===== config.mk =====
export PLATFORM = sky130hd
export DESIGN_NAME = multicycle_ctrl_flat
export DESIGN_NICKNAME = d
export VERILOG_FILES = /design/src/rtl/multicycle_ctrl_if.sv /design/src/rtl/multicycle_ctrl.sv /design/src/flat_wrapper.sv
export SDC_FILE = /design/constraint.sdc
export NUM_CORES = 1
export LEC_CHECK = 0
export CAP_MARGIN = 15
export CORE_AREA = 2 2 65 67
export DETAILED_ROUTE_END_ITERATION = 16
export DIE_AREA = 0 0 67 69
export HOLD_SLACK_MARGIN = 0.15
export MAX_ROUTING_LAYER = met4
export PLACE_DENSITY_LB_ADDON = 0.2
export SETUP_SLACK_MARGIN = 0.4
export SKIP_CTS_REPAIR_TIMING = 1
export SLEW_MARGIN = 40
export SYNTH_ARGS = -nofsm -noshare
export SYNTH_HDL_FRONTEND = slang
export SYNTH_SLANG_ARGS = --single-unit
export TNS_END_PERCENT = 10

===== constraint.sdc =====
create_clock -name clk_i -period 2.8 [get_ports clk_i]
set_clock_uncertainty 0.15 [all_clocks]
set_input_delay 0.42 -clock clk_i [delete_from_list [all_inputs] [get_ports clk_i]]
set_output_delay 0.42 -clock clk_i [all_outputs]
set_load 0.02 [all_outputs]

===== src/rtl/multicycle_ctrl_if.sv =====
// Instruction-memory handshake between the multi-cycle sequencer and the fetch unit.
// mem_req_o/mem_ack_i form a request/acknowledge pair; instr_op_i is the opcode field of the fetched instruction.
interface multicycle_ctrl_if;
  logic       mem_req_o;
  logic       mem_ack_i;
  logic [5:0] instr_op_i;

  // Handshake: the sequencer holds mem_req_o high in FETCH until it samples mem_ack_i=1 on a
  // rising edge; mem_ack_i is ignored whenever mem_req_o is low.
  modport master (
    output mem_req_o,
    input  mem_ack_i,
    input  instr_op_i
  );

  modport slave (
    input  mem_req_o,
    output mem_ack_i,
    output instr_op_i
  );
endinterface


===== src/rtl/multicycle_ctrl.sv =====
// Four-phase (FETCH/DECODE/EXEC/WB) control sequencer for a shared MIPS-subset datapath.
// Drives ALU/register-file controls only in EXEC/WB and counts retired instructions.
module multicycle_ctrl #(
  parameter int CNT_W = 16
) (
  input  logic             clk_i,
  input  logic             rst_i,
  input  logic             en_i,
  multicycle_ctrl_if.master imem,
  output logic             IRWrite_o,
  output logic             PCWrite_o,
  output logic [2:0]       ALUOp_o,
  output logic             ALUSrc_o,
  output logic             RegDst_o,
  output logic             RegWrite_o,
  output logic             illegal_o,
  output logic [2:0]       state_o,
  output logic [CNT_W-1:0] retired_o
);

  typedef enum logic [2:0] {
    ST_IDLE   = 3'd0,
    ST_FETCH  = 3'd1,
    ST_DECODE = 3'd2,
    ST_EXEC   = 3'd3,
    ST_WB     = 3'd4
  } state_e;

  localparam logic [5:0] OP_RTYPE = 6'b000000;
  localparam logic [5:0] OP_ADDI  = 6'b001000;
  localparam logic [5:0] OP_SLTI  = 6'b001010;

  state_e           state_q, state_d;
  logic [5:0]       op_q, op_d;
  logic [CNT_W-1:0] retired_q, retired_d;

  logic             mem_req;
  logic             ir_write;
  logic             pc_write;
  logic [2:0]       alu_op;
  logic             alu_src;
  logic             reg_dst;
  logic             reg_write;
  logic             illegal;
  logic             in_legal;
  logic [4:0]       op_ctrl;

  function automatic logic op_legal(input logic [5:0] op);
    return (op == OP_RTYPE) || (op == OP_ADDI) || (op == OP_SLTI);
  endfunction

  // Packed as {ALUOp[2:0], ALUSrc, RegDst}.
  function automatic logic [4:0] op_controls(input logic [5:0] op);
    logic [4:0] ctl;
    ctl = 5'b000_0_0;
    case (op)
      OP_RTYPE: ctl = 5'b010_0_1;
      OP_ADDI:  ctl = 5'b100_1_0;
      OP_SLTI:  ctl = 5'b101_1_0;
      default:  ctl = 5'b000_0_0;
    endcase
    return ctl;
  endfunction

  assign in_legal = op_legal(imem.instr_op_i);
  assign op_ctrl  = op_controls(op_q);

  always_ff @(posedge clk_i or negedge rst_i) begin
    if (!rst_i) begin
      state_q   <= ST_IDLE;
      op_q      <= 6'd0;
      retired_q <= '0;
    end else begin
      state_q   <= state_d;
      op_q      <= op_d;
      retired_q <= retired_d;
    end
  end

  always_comb begin
    state_d   = state_q;
    op_d      = op_q;
    retired_d = retired_q;
    mem_req   = 1'b0;
    ir_write  = 1'b0;
    pc_write  = 1'b0;
    alu_op    = 3'b000;
    alu_src   = 1'b0;
    reg_dst   = 1'b0;
    reg_write = 1'b0;
    illegal   = 1'b0;

    case (state_q)
      ST_IDLE: begin
        if (en_i) state_d = ST_FETCH;
      end

      ST_FETCH: begin
        mem_req = 1'b1;
        // IR load and PC advance follow the ack in the same cycle.
        if (imem.mem_ack_i) begin
          ir_write = 1'b1;
          pc_write = 1'b1;
          state_d  = ST_DECODE;
        end
      end

      ST_DECODE: begin
        op_d = imem.instr_op_i;
        if (in_legal) begin
          state_d = ST_EXEC;
        end else begin
          illegal = 1'b1;
          state_d = ST_FETCH;
        end
      end

      ST_EXEC: begin
        {alu_op, alu_src, reg_dst} = op_ctrl;
        state_d = ST_WB;
      end

      ST_WB: begin
        {alu_op, alu_src, reg_dst} = op_ctrl;
        reg_write = 1'b1;
        retired_d = retired_q + CNT_W'(1);
        state_d   = en_i ? ST_FETCH : ST_IDLE;
      end

      default: begin
        state_d = ST_IDLE;
      end
    endcase
  end

  assign imem.mem_req_o = mem_req;
  assign IRWrite_o      = ir_write;
  assign PCWrite_o      = pc_write;
  assign ALUOp_o        = alu_op;
  assign ALUSrc_o       = alu_src;
  assign RegDst_o       = reg_dst;
  assign RegWrite_o     = reg_write;
  assign illegal_o      = illegal;
  assign state_o        = state_q;
  assign retired_o      = retired_q;

endmodule


===== src/flat_wrapper.sv =====
// flat-port wrapper written by rule: the top's interface ports become plain ports
module multicycle_ctrl_flat 
#(
  parameter int CNT_W = 16
)
  (clk_i, rst_i, en_i, IRWrite_o, PCWrite_o, ALUOp_o, ALUSrc_o, RegDst_o, RegWrite_o, illegal_o, state_o, retired_o, imem_mem_req_o, imem_mem_ack_i, imem_instr_op_i);
  multicycle_ctrl_if imem_i ();
  input  logic clk_i;
  input  logic rst_i;
  input  logic en_i;
  output logic IRWrite_o;
  output logic PCWrite_o;
  output logic [2:0] ALUOp_o;
  output logic ALUSrc_o;
  output logic RegDst_o;
  output logic RegWrite_o;
  output logic illegal_o;
  output logic [2:0] state_o;
  output logic [CNT_W-1:0] retired_o;
  output wire logic [$bits(imem_i.mem_req_o)-1:0] imem_mem_req_o;
  input wire logic [$bits(imem_i.mem_ack_i)-1:0] imem_mem_ack_i;
  input wire logic [$bits(imem_i.instr_op_i)-1:0] imem_instr_op_i;
  assign imem_mem_req_o = imem_i.mem_req_o;
  assign imem_i.mem_ack_i = imem_mem_ack_i;
  assign imem_i.instr_op_i = imem_instr_op_i;
  multicycle_ctrl #(.CNT_W(CNT_W)) u_core (.clk_i(clk_i), .rst_i(rst_i), .en_i(en_i), .imem(imem_i), .IRWrite_o(IRWrite_o), .PCWrite_o(PCWrite_o), .ALUOp_o(ALUOp_o), .ALUSrc_o(ALUSrc_o), .RegDst_o(RegDst_o), .RegWrite_o(RegWrite_o), .illegal_o(illegal_o), .state_o(state_o), .retired_o(retired_o));
endmodule

After elaboration in Yosys (flattened, before gate mapping)
Cells that the tools add are included.
{"block": "word_totals", "input_bits": 10, "wordCells": 36, "regBits": 25, "out_inout_bits": 29}
{"block": "op_classes", "n_mux": 15, "n_reduce_logical": 7, "eq_ne": 10, "add_sub_neg": 1}
{"op": "equality test 6 x 4 -> 1 bit, second input constant", "count": 4}
{"op": "adder 16 x 1 -> 16 bit, second input constant", "count": 1}
{"op": "case mux 3 bit (5 select lines)", "count": 1}
{"op": "case mux 5 bit (3 select lines)", "count": 1}
{"op": "zero test 6 bit", "count": 2}
{"op": "two-way mux 1 bit", "count": 9}
{"op": "two-way mux 3 bit", "count": 3}
{"op": "equality test 3 x 2 -> 1 bit, second input constant", "count": 2}
{"op": "inequality test 2 bit, second input constant", "count": 2}
{"op": "equality test 3 x 1 -> 1 bit, second input constant", "count": 1}
{"op": "equality test 3 bit, second input constant", "count": 1}
{"op": "zero test 3 bit", "count": 1}
{"op": "logical OR 1 bit", "count": 2}
{"op": "two-way mux 2 bit", "count": 1}
{"op": "AND reduction 2 bit", "count": 1}
{"op": "OR reduction 2 bit", "count": 1}

Depth between registers and ports, before layout
{"block": "depth", "ltp_word": 5, "mapped_depth": 6, "depth_no_buf": 5}

Worst setup path after synthesis
Ideal clock, no wire load.
{"block": "synth_path", "kind": "register to output", "start": "register u_core.state_q[0], in the netlist u_core.state_o[0]", "end": "output ALUOp_o[1]", "required_ns": 2.230, "path_stages_with_launch": 6, "arrival_time_ns": 2.107, "slack_ns": 0.123, "n_path_buf": 2, "path_cell_list": "dfrtp_1 buf_4 nor3b_4 o21a_1 nor3b_1 buf_4"}
{"block": "synth_between", "elab_chain_len": 3, "word_cells_on_any_way": 4, "classes_between": "2 x eq/ne; 1 x mux; 1 x reduce/logical"}
{"element": "from (decl)", "line": "multicycle_ctrl.sv:33", "source": "state_e state_q, state_d;"}
{"element": "from (signal assigned)", "line": "multicycle_ctrl.sv:74", "source": "state_q <= state_d;"}
{"element": "equality test 3 x 2 -> 1 bit / equality test 3 bit (equally long branches)", "line": "multicycle_ctrl.sv:93", "source": "case (state_q)"}
{"element": "OR reduction 2 bit (no source line) (*)"}
{"element": "two-way mux 3 bit (*)", "line": "multicycle_ctrl.sv:93"}
{"element": "to (decl)", "line": "flat_wrapper.sv:13", "source": "output logic [2:0] ALUOp_o;"}
Every way passes the cells marked *; elsewhere a longest branch is shown, timed or not.

Worst setup path in the final report
{"block": "layout_path", "start": "register u_core.state_q[2], in the netlist u_core.state_o[2]", "end": "output RegDst_o"}
{"block": "layout_between", "elab_chain_len": 3, "word_cells_on_any_way": 4, "classes_between": "2 x eq/ne; 1 x mux; 1 x reduce/logical"}
{"element": "equality test 3 x 2 -> 1 bit / equality test 3 bit (equally long branches)", "line": "multicycle_ctrl.sv:93"}
{"element": "OR reduction 2 bit (no source line) (*)"}
{"element": "two-way mux 1 bit (*)", "line": "multicycle_ctrl.sv:93"}
{"element": "to (decl)", "line": "flat_wrapper.sv:15", "source": "output logic RegDst_o;"}
Marks and branches as above.

==> out/qor.yml <==
outcome: "complete, no violations"
yosysTopAreaCellShare_pct: 53.2
num_vias: 850
start_util_pct: 30.0
core_mm2: 0.00391
synth_largest_area_cell: "dfrtp_1"
grt_max_degree: 26
fin_crit_sh_pct: 92.1
antenna_found_initial: 0
wl_per_cell_um: 12.8
hold_path_class: "flop to flop"
final_cell_area_mm2: 0.00167
drcViolationCount: 0
clkLatencyLatePin_ns: 0.27
grt_pass1_vias: 871
ys_ff_latch: 25
drive_gt1_share_pct: 14.6
drtIter0Drc: 37
grt_pass1_wl_mm: 4.11
required_ns: 2.23
fmax_mhz: 388
post_synth_num_cell_types: 28
drv_cap: 0
path_clk_slew_ns: 0.10
power_density_mw_per_mm2: 705
async_reset_ff_share_pct: 100
layout.nets: 149
ios: 39
grtUsageTotal_pct: 11.5
netlist_area_mm2: 0.00117
syn-num-nets: 108
syn_to_final_growth_pct: 42.1
endpoint: "RegDst_o"
post-route-util_pct: 42.6
drt-total-wl_mm: 2.40
ys.flop_type: "dfrtp_1"
syn_inst: 97
yosysMostFrequentCell: "dfrtp_1"
hold_viol_final: 0
fp.dieH_um: 69
fin_tns_setup_ns: 0
dieWidth_um: 67
power.total_mw: 1.18
place_area_mm2: 0.00161
synth_area_leaders: "dfrtp_1 53%, xnor2_1 8.9%, mux2_2 6.7%"
cts_inserted_buffers: 3
io_buffers: 38
maxSlewViolCount: 0
ir_drop_mv: 0.328
antenna_left: 0
min_period_ns: 2.58
setup_viol: 0
rsz0062_at_grt: "yes"
worst_slew_pin_slew_ns: 0.316
rr_endpoint: "u_core.retired_o[7]$_DFFE_PN0N_"
die_area_mm2: 0.00462
worstSetupPathType: "flop to primary output"
reg2reg_depth: 5
grt_overflow: 0
endpoint_kind: "primary output"
cts_tree: "built"
cts_root_buf: "clkbuf_8"
firstDrtPassIters: 4
place_hpwl_mm: 1.79
htree_levels: 1
reg2reg_from: "u_core.state_o[0]$_DFFE_PN0P_"
syn_avg_cell_area_um2: 12.1
startpoint_type: "flop"
leakage_nw: 0.726
cts_sinks: 25
vias_per_cell: 4.55
synth_edf_count: 0
rows: 23
worstPathMaxFanout: 6
cp.arrival_ns: 2.01
antennaDiodeCount: 0
relSlewSlack_pct: 78.9
clockBufferDepth: 2
ff2ff_setup_slack_ns: 1.02
routabilityCongestion: 0.770
ys_warn_count: 0
ys_seq_area_share_pct: 53.2
startpoint: "u_core.state_o[2]$_DFFE_PN0P_"
netlist_top_cells_count: "25 x dfrtp_1, 12 x xnor2_1, 7 x mux2_2"
[area by class of cell]
type | instances | area (um^2)
fill | 386 | 2240
multi-input combinational | 64 | 512
sequential | 25 | 627
inverter | 3 | 11.3
clock buffer | 3 | 41.3
tap | 50 | 62.6
clock inverter | 1 | 7.51
timing repair buffer | 41 | 408
[report_power, final]
| group | internal (mW) | switching (mW) |
|---|---|---|
| sequential | 0.444 | 0.104 |
| combinational | 0.225 | 0.188 |
| clock | 0.101 | 0.116 |
[flip-flops by register name, summed over array words and instances (netlist names)]
signal and count:
u_core.op_q 6, u_core.retired_o 16, u_core.state_o 3
[layer usage]
metal	vias to the layer above	global-route usage (%)	wire length, um
li1	416	-	-
met1	409	15.6	1120
met2	23	17.2	1150
met3	2	2.45	112
met4	0	3.40	19
met5	-	-	0
[per-stage QoR]
| stage | setup slack (ns) | hold WS [ns] | cells |
|---|---|---|---|
| after floorplan | 0.448 | -0.0256 | 97 |
| after global placement | 0.0952 | 0.313 | 183 |
| after detailed placement | 0.0455 | 0.323 | 183 |
| after CTS | 0.0471 | 0.341 | 187 |
| after global routing | 0.0893 | 0.367 | 187 |
| final | 0.220 | 0.333 | 187 |
[worst max-delay path, stage by stage (launching register included)]
cell,delay (ns)
dfrtp_1,0.44
nand2b_1,0.21
nor2_1,0.14
o21a_1,0.16
nor3b_4,0.19
clkdlybuf4s50_1,0.62
[kinds of logic (layout without fill, tap and decap cells)]
logic type / after synthesis / count (layout) / synth area share (%)
xor gates and xnor gates: 15 / 15 / 11.8
AOI/OAI and AO/OA: 6 / 6 / 3.09
buffers and inverters: 8 / 48 / 4.15
DFF: 25 / 25 / 53.2
and+or+nand+nor: 35 / 35 / 19.9
adders and majority gates: 1 / 1 / 1.06
muxes: 7 / 7 / 6.71
[worst min-delay path by stage]
stage,start,end,slack [ns],cells after the start
5_1_grt,u_core.retired_o[15]$_DFFE_PN0N_,u_core.retired_o[15]$_DFFE_PN0N_,0.37,1
2_1_floorplan,rst_i,u_core.op_q[0]$_DFFE_PN0P_,-0.03,0
3_3_place_gp,u_core.retired_o[15]$_DFFE_PN0N_,u_core.retired_o[15]$_DFFE_PN0N_,0.31,1
3_5_place_dp,u_core.retired_o[15]$_DFFE_PN0N_,u_core.retired_o[15]$_DFFE_PN0N_,0.32,1
6_report,u_core.retired_o[15]$_DFFE_PN0N_,u_core.retired_o[15]$_DFFE_PN0N_,0.33,1
4_1_cts,u_core.retired_o[15]$_DFFE_PN0N_,u_core.retired_o[15]$_DFFE_PN0N_,0.34,1
[placed cells by master (no fill, tap or decap), drive strengths merged, types with 4 or more instances in the layout]
master         Yosys  final
clkdlybuf4s50      0     36
nand4              4      4
nand3              4      4
mux2               7      7
and4               5      5
and3               4      4
nand2              5      5
dfrtp             25     25
xnor2             12     12
No activity file was read; power rests on OpenSTA's default activity.
